## src/rtl/instruction_queue_param_if.sv

```systemverilog
// Handshake and payload bundle between an instruction producer and the queue.
// The slave modport is the queue side; the master modport is the producer/consumer side.
interface instruction_queue_param_if #(
   parameter int unsigned DEPTH  = 8,
   parameter int unsigned ADDR_W = 48
);
   localparam int unsigned CNT_W = $clog2(DEPTH) + 1;

   // enqueue side
   logic              valid_in;
   logic [3:0]        MajorOpcode_in;
   logic [4:0]        Source1_in;
   logic [4:0]        Source2_in;
   logic [1:0]        OffsetScale_in;
   logic [4:0]        Destination_in;
   logic [3:0]        MinorOpcode_in;
   logic              HasAddress_in;
   logic [ADDR_W-1:0] Address_in;
   logic              OffsetSub_in;
   logic              stall_in;
   logic              flush;

   // head / status side
   logic              valid_out;
   logic [3:0]        MajorOpcode_out;
   logic [4:0]        Source1_out;
   logic [4:0]        Source2_out;
   logic [1:0]        OffsetScale_out;
   logic [4:0]        Destination_out;
   logic [3:0]        MinorOpcode_out;
   logic              HasAddress_out;
   logic [ADDR_W-1:0] Address_out;
   logic              OffsetSub_out;
   logic              stall_out;
   logic              almost_full;
   logic [CNT_W-1:0]  count;

   modport slave (
      input  valid_in, MajorOpcode_in, Source1_in, Source2_in, OffsetScale_in,
             Destination_in, MinorOpcode_in, HasAddress_in, Address_in, OffsetSub_in,
             stall_in, flush,
      output valid_out, MajorOpcode_out, Source1_out, Source2_out, OffsetScale_out,
             Destination_out, MinorOpcode_out, HasAddress_out, Address_out, OffsetSub_out,
             stall_out, almost_full, count
   );

   modport master (
      output valid_in, MajorOpcode_in, Source1_in, Source2_in, OffsetScale_in,
             Destination_in, MinorOpcode_in, HasAddress_in, Address_in, OffsetSub_in,
             stall_in, flush,
      input  valid_out, MajorOpcode_out, Source1_out, Source2_out, OffsetScale_out,
             Destination_out, MinorOpcode_out, HasAddress_out, Address_out, OffsetSub_out,
             stall_out, almost_full, count
   );
endinterface

```

## src/rtl/instruction_queue_param.sv

```systemverilog
// Show-ahead circular instruction queue: DEPTH entries, head fields presented
// straight from storage, full/almost-full/occupancy derived from registered state.
module instruction_queue_param #(
   parameter int unsigned DEPTH    = 8,
   parameter int unsigned ADDR_W   = 48,
   parameter int unsigned AF_LEVEL = DEPTH - 2
) (
   input logic                     clk,
   input logic                     rst_n,
   instruction_queue_param_if.slave bus
);
   localparam int unsigned PTR_W = $clog2(DEPTH);
   localparam int unsigned CNT_W = PTR_W + 1;
   localparam logic [CNT_W-1:0] FULL_CNT = CNT_W'(DEPTH);
   localparam logic [CNT_W-1:0] AF_CNT   = CNT_W'(AF_LEVEL);

   typedef struct packed {
      logic [3:0]        major_opcode;
      logic [4:0]        source1;
      logic [4:0]        source2;
      logic [1:0]        offset_scale;
      logic [4:0]        destination;
      logic [3:0]        minor_opcode;
      logic              has_address;
      logic [ADDR_W-1:0] address;
      logic              offset_sub;
   } entry_t;

   entry_t           mem [DEPTH];
   logic [PTR_W-1:0] head_q, head_d;
   logic [PTR_W-1:0] tail_q, tail_d;
   logic [CNT_W-1:0] count_q, count_d;

   logic   full_c;
   logic   empty_c;
   logic   enq_c;
   logic   deq_c;
   entry_t wr_entry_c;
   entry_t rd_entry_c;

   // Handshake qualification; full only depends on registered occupancy.
   always_comb begin
      full_c  = (count_q == FULL_CNT);
      empty_c = (count_q == '0);
      enq_c   = bus.valid_in && !full_c;
      deq_c   = !empty_c && !bus.stall_in;
   end

   always_comb begin
      wr_entry_c              = '0;
      wr_entry_c.major_opcode = bus.MajorOpcode_in;
      wr_entry_c.source1      = bus.Source1_in;
      wr_entry_c.source2      = bus.Source2_in;
      wr_entry_c.offset_scale = bus.OffsetScale_in;
      wr_entry_c.destination  = bus.Destination_in;
      wr_entry_c.minor_opcode = bus.MinorOpcode_in;
      wr_entry_c.has_address  = bus.HasAddress_in;
      wr_entry_c.address      = bus.Address_in;
      wr_entry_c.offset_sub   = bus.OffsetSub_in;
   end

   // Next pointer/occupancy; flush overrides any same-cycle transfer.
   always_comb begin
      head_d  = head_q;
      tail_d  = tail_q;
      count_d = count_q;
      if (bus.flush) begin
         head_d  = '0;
         tail_d  = '0;
         count_d = '0;
      end else begin
         if (enq_c) tail_d = tail_q + PTR_W'(1);
         if (deq_c) head_d = head_q + PTR_W'(1);
         case ({enq_c, deq_c})
            2'b10:   count_d = count_q + CNT_W'(1);
            2'b01:   count_d = count_q - CNT_W'(1);
            default: count_d = count_q;
         endcase
      end
   end

   always_ff @(posedge clk or negedge rst_n) begin
      if (!rst_n) begin
         head_q  <= '0;
         tail_q  <= '0;
         count_q <= '0;
      end else begin
         head_q  <= head_d;
         tail_q  <= tail_d;
         count_q <= count_d;
      end
   end

   // Storage is cleared on reset so the show-ahead outputs are never X.
   always_ff @(posedge clk or negedge rst_n) begin
      if (!rst_n) begin
         for (int i = 0; i < int'(DEPTH); i++) mem[i] <= '0;
      end else if (enq_c && !bus.flush) begin
         mem[tail_q] <= wr_entry_c;
      end
   end

   always_comb rd_entry_c = mem[head_q];

   assign bus.valid_out       = !empty_c;
   assign bus.stall_out       = full_c;
   assign bus.almost_full     = (count_q >= AF_CNT);
   assign bus.count           = count_q;
   assign bus.MajorOpcode_out = rd_entry_c.major_opcode;
   assign bus.Source1_out     = rd_entry_c.source1;
   assign bus.Source2_out     = rd_entry_c.source2;
   assign bus.OffsetScale_out = rd_entry_c.offset_scale;
   assign bus.Destination_out = rd_entry_c.destination;
   assign bus.MinorOpcode_out = rd_entry_c.minor_opcode;
   assign bus.HasAddress_out  = rd_entry_c.has_address;
   assign bus.Address_out     = rd_entry_c.address;
   assign bus.OffsetSub_out   = rd_entry_c.offset_sub;

   // Occupancy must stay within the physical depth.
   property p_count_bounded;
      @(posedge clk) disable iff (!rst_n) count_q <= FULL_CNT;
   endproperty
   a_count_bounded: assert property (p_count_bounded);

endmodule

```

## src/flat_wrapper.sv

```systemverilog
// flat-port wrapper written by rule: the top's interface ports become plain ports
module instruction_queue_param_flat 
#(
   parameter int unsigned DEPTH    = 8,
   parameter int unsigned ADDR_W   = 48,
   parameter int unsigned AF_LEVEL = DEPTH - 2
)
  (clk, rst_n, bus_valid_in, bus_MajorOpcode_in, bus_Source1_in, bus_Source2_in, bus_OffsetScale_in, bus_Destination_in, bus_MinorOpcode_in, bus_HasAddress_in, bus_Address_in, bus_OffsetSub_in, bus_stall_in, bus_flush, bus_valid_out, bus_MajorOpcode_out, bus_Source1_out, bus_Source2_out, bus_OffsetScale_out, bus_Destination_out, bus_MinorOpcode_out, bus_HasAddress_out, bus_Address_out, bus_OffsetSub_out, bus_stall_out, bus_almost_full, bus_count);
  instruction_queue_param_if #(.DEPTH(DEPTH), .ADDR_W(ADDR_W)) bus_i ();
  input logic clk;
  input logic rst_n;
  input wire logic [$bits(bus_i.valid_in)-1:0] bus_valid_in;
  input wire logic [$bits(bus_i.MajorOpcode_in)-1:0] bus_MajorOpcode_in;
  input wire logic [$bits(bus_i.Source1_in)-1:0] bus_Source1_in;
  input wire logic [$bits(bus_i.Source2_in)-1:0] bus_Source2_in;
  input wire logic [$bits(bus_i.OffsetScale_in)-1:0] bus_OffsetScale_in;
  input wire logic [$bits(bus_i.Destination_in)-1:0] bus_Destination_in;
  input wire logic [$bits(bus_i.MinorOpcode_in)-1:0] bus_MinorOpcode_in;
  input wire logic [$bits(bus_i.HasAddress_in)-1:0] bus_HasAddress_in;
  input wire logic [$bits(bus_i.Address_in)-1:0] bus_Address_in;
  input wire logic [$bits(bus_i.OffsetSub_in)-1:0] bus_OffsetSub_in;
  input wire logic [$bits(bus_i.stall_in)-1:0] bus_stall_in;
  input wire logic [$bits(bus_i.flush)-1:0] bus_flush;
  output wire logic [$bits(bus_i.valid_out)-1:0] bus_valid_out;
  output wire logic [$bits(bus_i.MajorOpcode_out)-1:0] bus_MajorOpcode_out;
  output wire logic [$bits(bus_i.Source1_out)-1:0] bus_Source1_out;
  output wire logic [$bits(bus_i.Source2_out)-1:0] bus_Source2_out;
  output wire logic [$bits(bus_i.OffsetScale_out)-1:0] bus_OffsetScale_out;
  output wire logic [$bits(bus_i.Destination_out)-1:0] bus_Destination_out;
  output wire logic [$bits(bus_i.MinorOpcode_out)-1:0] bus_MinorOpcode_out;
  output wire logic [$bits(bus_i.HasAddress_out)-1:0] bus_HasAddress_out;
  output wire logic [$bits(bus_i.Address_out)-1:0] bus_Address_out;
  output wire logic [$bits(bus_i.OffsetSub_out)-1:0] bus_OffsetSub_out;
  output wire logic [$bits(bus_i.stall_out)-1:0] bus_stall_out;
  output wire logic [$bits(bus_i.almost_full)-1:0] bus_almost_full;
  output wire logic [$bits(bus_i.count)-1:0] bus_count;
  assign bus_i.valid_in = bus_valid_in;
  assign bus_i.MajorOpcode_in = bus_MajorOpcode_in;
  assign bus_i.Source1_in = bus_Source1_in;
  assign bus_i.Source2_in = bus_Source2_in;
  assign bus_i.OffsetScale_in = bus_OffsetScale_in;
  assign bus_i.Destination_in = bus_Destination_in;
  assign bus_i.MinorOpcode_in = bus_MinorOpcode_in;
  assign bus_i.HasAddress_in = bus_HasAddress_in;
  assign bus_i.Address_in = bus_Address_in;
  assign bus_i.OffsetSub_in = bus_OffsetSub_in;
  assign bus_i.stall_in = bus_stall_in;
  assign bus_i.flush = bus_flush;
  assign bus_valid_out = bus_i.valid_out;
  assign bus_MajorOpcode_out = bus_i.MajorOpcode_out;
  assign bus_Source1_out = bus_i.Source1_out;
  assign bus_Source2_out = bus_i.Source2_out;
  assign bus_OffsetScale_out = bus_i.OffsetScale_out;
  assign bus_Destination_out = bus_i.Destination_out;
  assign bus_MinorOpcode_out = bus_i.MinorOpcode_out;
  assign bus_HasAddress_out = bus_i.HasAddress_out;
  assign bus_Address_out = bus_i.Address_out;
  assign bus_OffsetSub_out = bus_i.OffsetSub_out;
  assign bus_stall_out = bus_i.stall_out;
  assign bus_almost_full = bus_i.almost_full;
  assign bus_count = bus_i.count;
  instruction_queue_param #(.DEPTH(DEPTH), .ADDR_W(ADDR_W), .AF_LEVEL(AF_LEVEL)) u_core (.clk(clk), .rst_n(rst_n), .bus(bus_i));
endmodule
```

## config.mk

```make
export PLATFORM = sky130hd
export DESIGN_NAME = instruction_queue_param_flat
export DESIGN_NICKNAME = d
export VERILOG_FILES = /design/src/rtl/instruction_queue_param_if.sv /design/src/rtl/instruction_queue_param.sv /design/src/flat_wrapper.sv
export SDC_FILE = /design/constraint.sdc
export NUM_CORES = 1
export LEC_CHECK = 0
export CAP_MARGIN = 15
export CORE_ASPECT_RATIO = 0.5
export CORE_UTILIZATION = 35
export DETAILED_ROUTE_END_ITERATION = 6
export HOLD_SLACK_MARGIN = 0.08
export PLACE_DENSITY = 0.52
export SETUP_SLACK_MARGIN = 0.05
export SYNTH_ARGS = -nofsm -noshare
export SYNTH_HDL_FRONTEND = slang
export SYNTH_SLANG_ARGS = --single-unit
```

## constraint.sdc

```tcl
create_clock -name clk -period 4.05 [get_ports clk]
set_clock_uncertainty 0.1 [all_clocks]
set_input_delay 0.81 -clock clk [delete_from_list [all_inputs] [get_ports clk]]
set_output_delay 0.81 -clock clk [all_outputs]
set_load 0.05 [all_outputs]
```

==> results.toml <==
[run_status]
status = "completed"

[grt]
grt_use_total_pct = 16.3
antenna_found_initial = 2
gr-total-overflow = 0
first_global_vias = 15900
grt_start_max_net_pins = 94
grt_pass1_wl_mm = 99.4

[yosys]
syn_nets = 1704
yosys-mux-area-fraction_pct = 40.1
avgSynthCellArea_um2 = 16.9
ys_types = 43
async_reset_ff_share_pct = 100
netlist_area_um2 = 27400
synthFlopType = "dfrtp_1"
syn_inst = 1620
synth.yosys.warnings = 0
ys_ff_latch = 610
synth-edff-count = 0
synth_top_family_by_area = "multiplexers"
synth_compound_area_share_pct = 0.388
yosys.area_share.simple_pct = 0.953
synth_xor_area_share_pct = 0.160
synthAdderAreaFrac_pct = 0.182
yosysSeqAreaShare_pct = 55.7

[clock_tree]
cts_tree = "built"
cts_made_buffers = 58
clk_latency_ps = 620
clockBufferDepth = 3
cts.sinks = 610
h-tree-depth = 2
clkTransAtPathRegs_ps = 70
cts-root-buf = "clkbuf_16"

[timing]
slew_headroom_pct = 54.0
fin_setup_tns_ps = 0
hold_viol = 0
fmax_mhz = 261
min_period_ps = 3830
grt_setup_unrepaired = "false"
slew_violations = 0
worstMarginPinSlew_ps = 691
timing.final.crit_share_pct = 94.5
hold_slack_ps = 115
finalSetupViolations = 0

[floorplan]
io_pins = 162
die_x_um = 398
core_um2 = 77400
row_count = 72
die-area_um2 = 79600
start_util_pct = 35.4
die_h_um = 200

[worst_setup_path]
crit_type = "register to output port"
cp_data_required_time_ps = 3140
critical_path_arrival_ps = 2920
end_kind = "output port"
worstSetupStartpointType = "register"
cp_max_fo = 22

[final_layout]
mostFrequentLayoutCell = "dfrtp_1"
syn2layout_area_growth_pct = 17.9
fin_nets = 1880
fillers = 7060
final_cells = 2877
mostFrequentLayoutCells = "607 x dfrtp_1, 602 x mux2_2, 150 x mux4_2"
drive_above_1_share_pct = 52.6
fin_util_pct = 41.8

[place]
routabilityCongestion = 0.723
io_buffer_count = 161
hpwl_mm = 37.0
place_inst = 2763

[routing]
wire_per_inst_um = 21.9
met3_length_mm = 1.61
drt-total-wl_mm = 62.9
topRoutingLayerUsed = "met5"
wl_met1_mm = 31.0
drt_iter0_drc = 626
antenna_left = 0
drc_errors = 0
dr.pass1.iters = 6
dr_wl_met2_mm = 29.7
drt-vias-per-instance = 5.12
via_count = 14700

[min_path]
hp-class = "primary input to async pin"

[pwr]
ir_drop_uv = 330
pwr_density_cell_nw_per_um2 = 671
p_leak_nw = 14.6

[flow_run]
maxCapViolations = 0
[through the flow]
| stage | power, mW | cell area [um2] | worst slack, ps |
|---|---|---|---|
| finish | 21.7 | 32300 | 221 |
| global route | 22.9 | 32300 | 102 |
| CTS | 22.0 | 32300 | 74.5 |
| detailed placement | 16.6 | 30400 | 523 |
| global placement | 16.5 | 30400 | 585 |
| floorplan | 14.1 | 27400 | 1070 |
[power breakdown]
part	switching (mW)	total [mW]	leakage [nW]	internal, mW
clock	2.41	5.46	0.939	3.05
sequential	0.801	8.45	8.05	7.65
combinational	4.16	7.78	5.61	3.62
[sequential cells by signal, indices dropped and copies added, names as in the netlist]
name / count
u_core.bus.count: 4
u_core.head_q: 3
u_core.mem: 600
u_core.tail_q: 3
[metal layers]
metal | up-vias | GRT usage, %
met4 | 2 | 3.09
li1 | 6478 | -
met3 | 71 | 2.51
met5 | - | 0
met2 | 112 | 26.0
met1 | 8071 | 23.7
[area by class of cell]
class / instances / area [um2] / share of cell area [%]
antenna: 1 / 2.50 / 0.00774
clock inverter: 19 / 166 / 0.514
multi-input combinational: 895 / 11500 / 35.6
sequential: 610 / 15300 / 47.2
tap: 1036 / 1300 / 4.01
timing repair buffer: 229 / 2380 / 7.35
clock buffer: 85 / 1710 / 5.30
inverter: 2 / 7.51 / 0.0232
[logic make-up (layout without fill, tap and decap cells)]
kind of cell,after synthesis,count (layout)
multiplexers,827,827
flip-flops,610,610
buffers and inverters,115,335
AND/OR/NAND/NOR,41,41
AO/OA/AOI/OAI,18,18
XOR/XNOR,5,5
adder cells (fa/ha/maj),4,4
other,0,1
[synthesized netlist by cell type, drive strengths merged, types with 2 or more instances]
cell / count / share of area [%]
mux2: 675 / 28
dfrtp: 610 / 56
mux4: 150 / 12
buf: 82 / 2.1
clkbuf: 31 / 0.42
nor2: 9 / 0.12
a21oi: 7 / 0.13
nand3: 5 / 0.091
ha: 4 / 0.18
nand2: 4 / 0.055
o21ai: 4 / 0.073
xor2: 4 / 0.13
nor3: 3 / 0.073
nor3b: 3 / 0.12
a21o: 2 / 0.055
inv: 2 / 0.027
mux2i: 2 / 0.073
nand2b: 2 / 0.046
nand3b: 2 / 0.055
nand4: 2 / 0.046
o22ai: 2 / 0.046
or3: 2 / 0.046
or4b: 2 / 0.087
[path summary, 6_finish.rpt]
check	cells past startpoint	slack (ps)	endpoint	from
max in group asynchronous	2	2720	u_core.head_q[1]	rst_n
setup reg to reg	7	1130	u_core.bus.count[3]	u_core.bus.count[1]
hold / removal	1	110	u_core.mem[319]	rst_n
min in group clk	1	380	u_core.mem[458]	u_core.mem[458]
hold reg to reg	1	380	u_core.mem[458]	u_core.mem[458]
setup / recovery	4	220	bus_Source1_out[2]	u_core.head_q[1]
[worst max-delay path: stages, from the launching register on]
cell             delay, ps
dfrtp_4                670
buf_12                 250
mux4_2                 310
mux2_2                 290
clkdlybuf4s50_1        760
[repair_timing]
| action | in CTS | in global routing |
|---|---|---|
| endpoints found under the setup margin | 40 | 22 |
| hold buffers | 0 | 0 |
| setup buffers | 0 | 9 |
| resized for setup | 30 | 1 |
(Power assumes the default switching activity.)
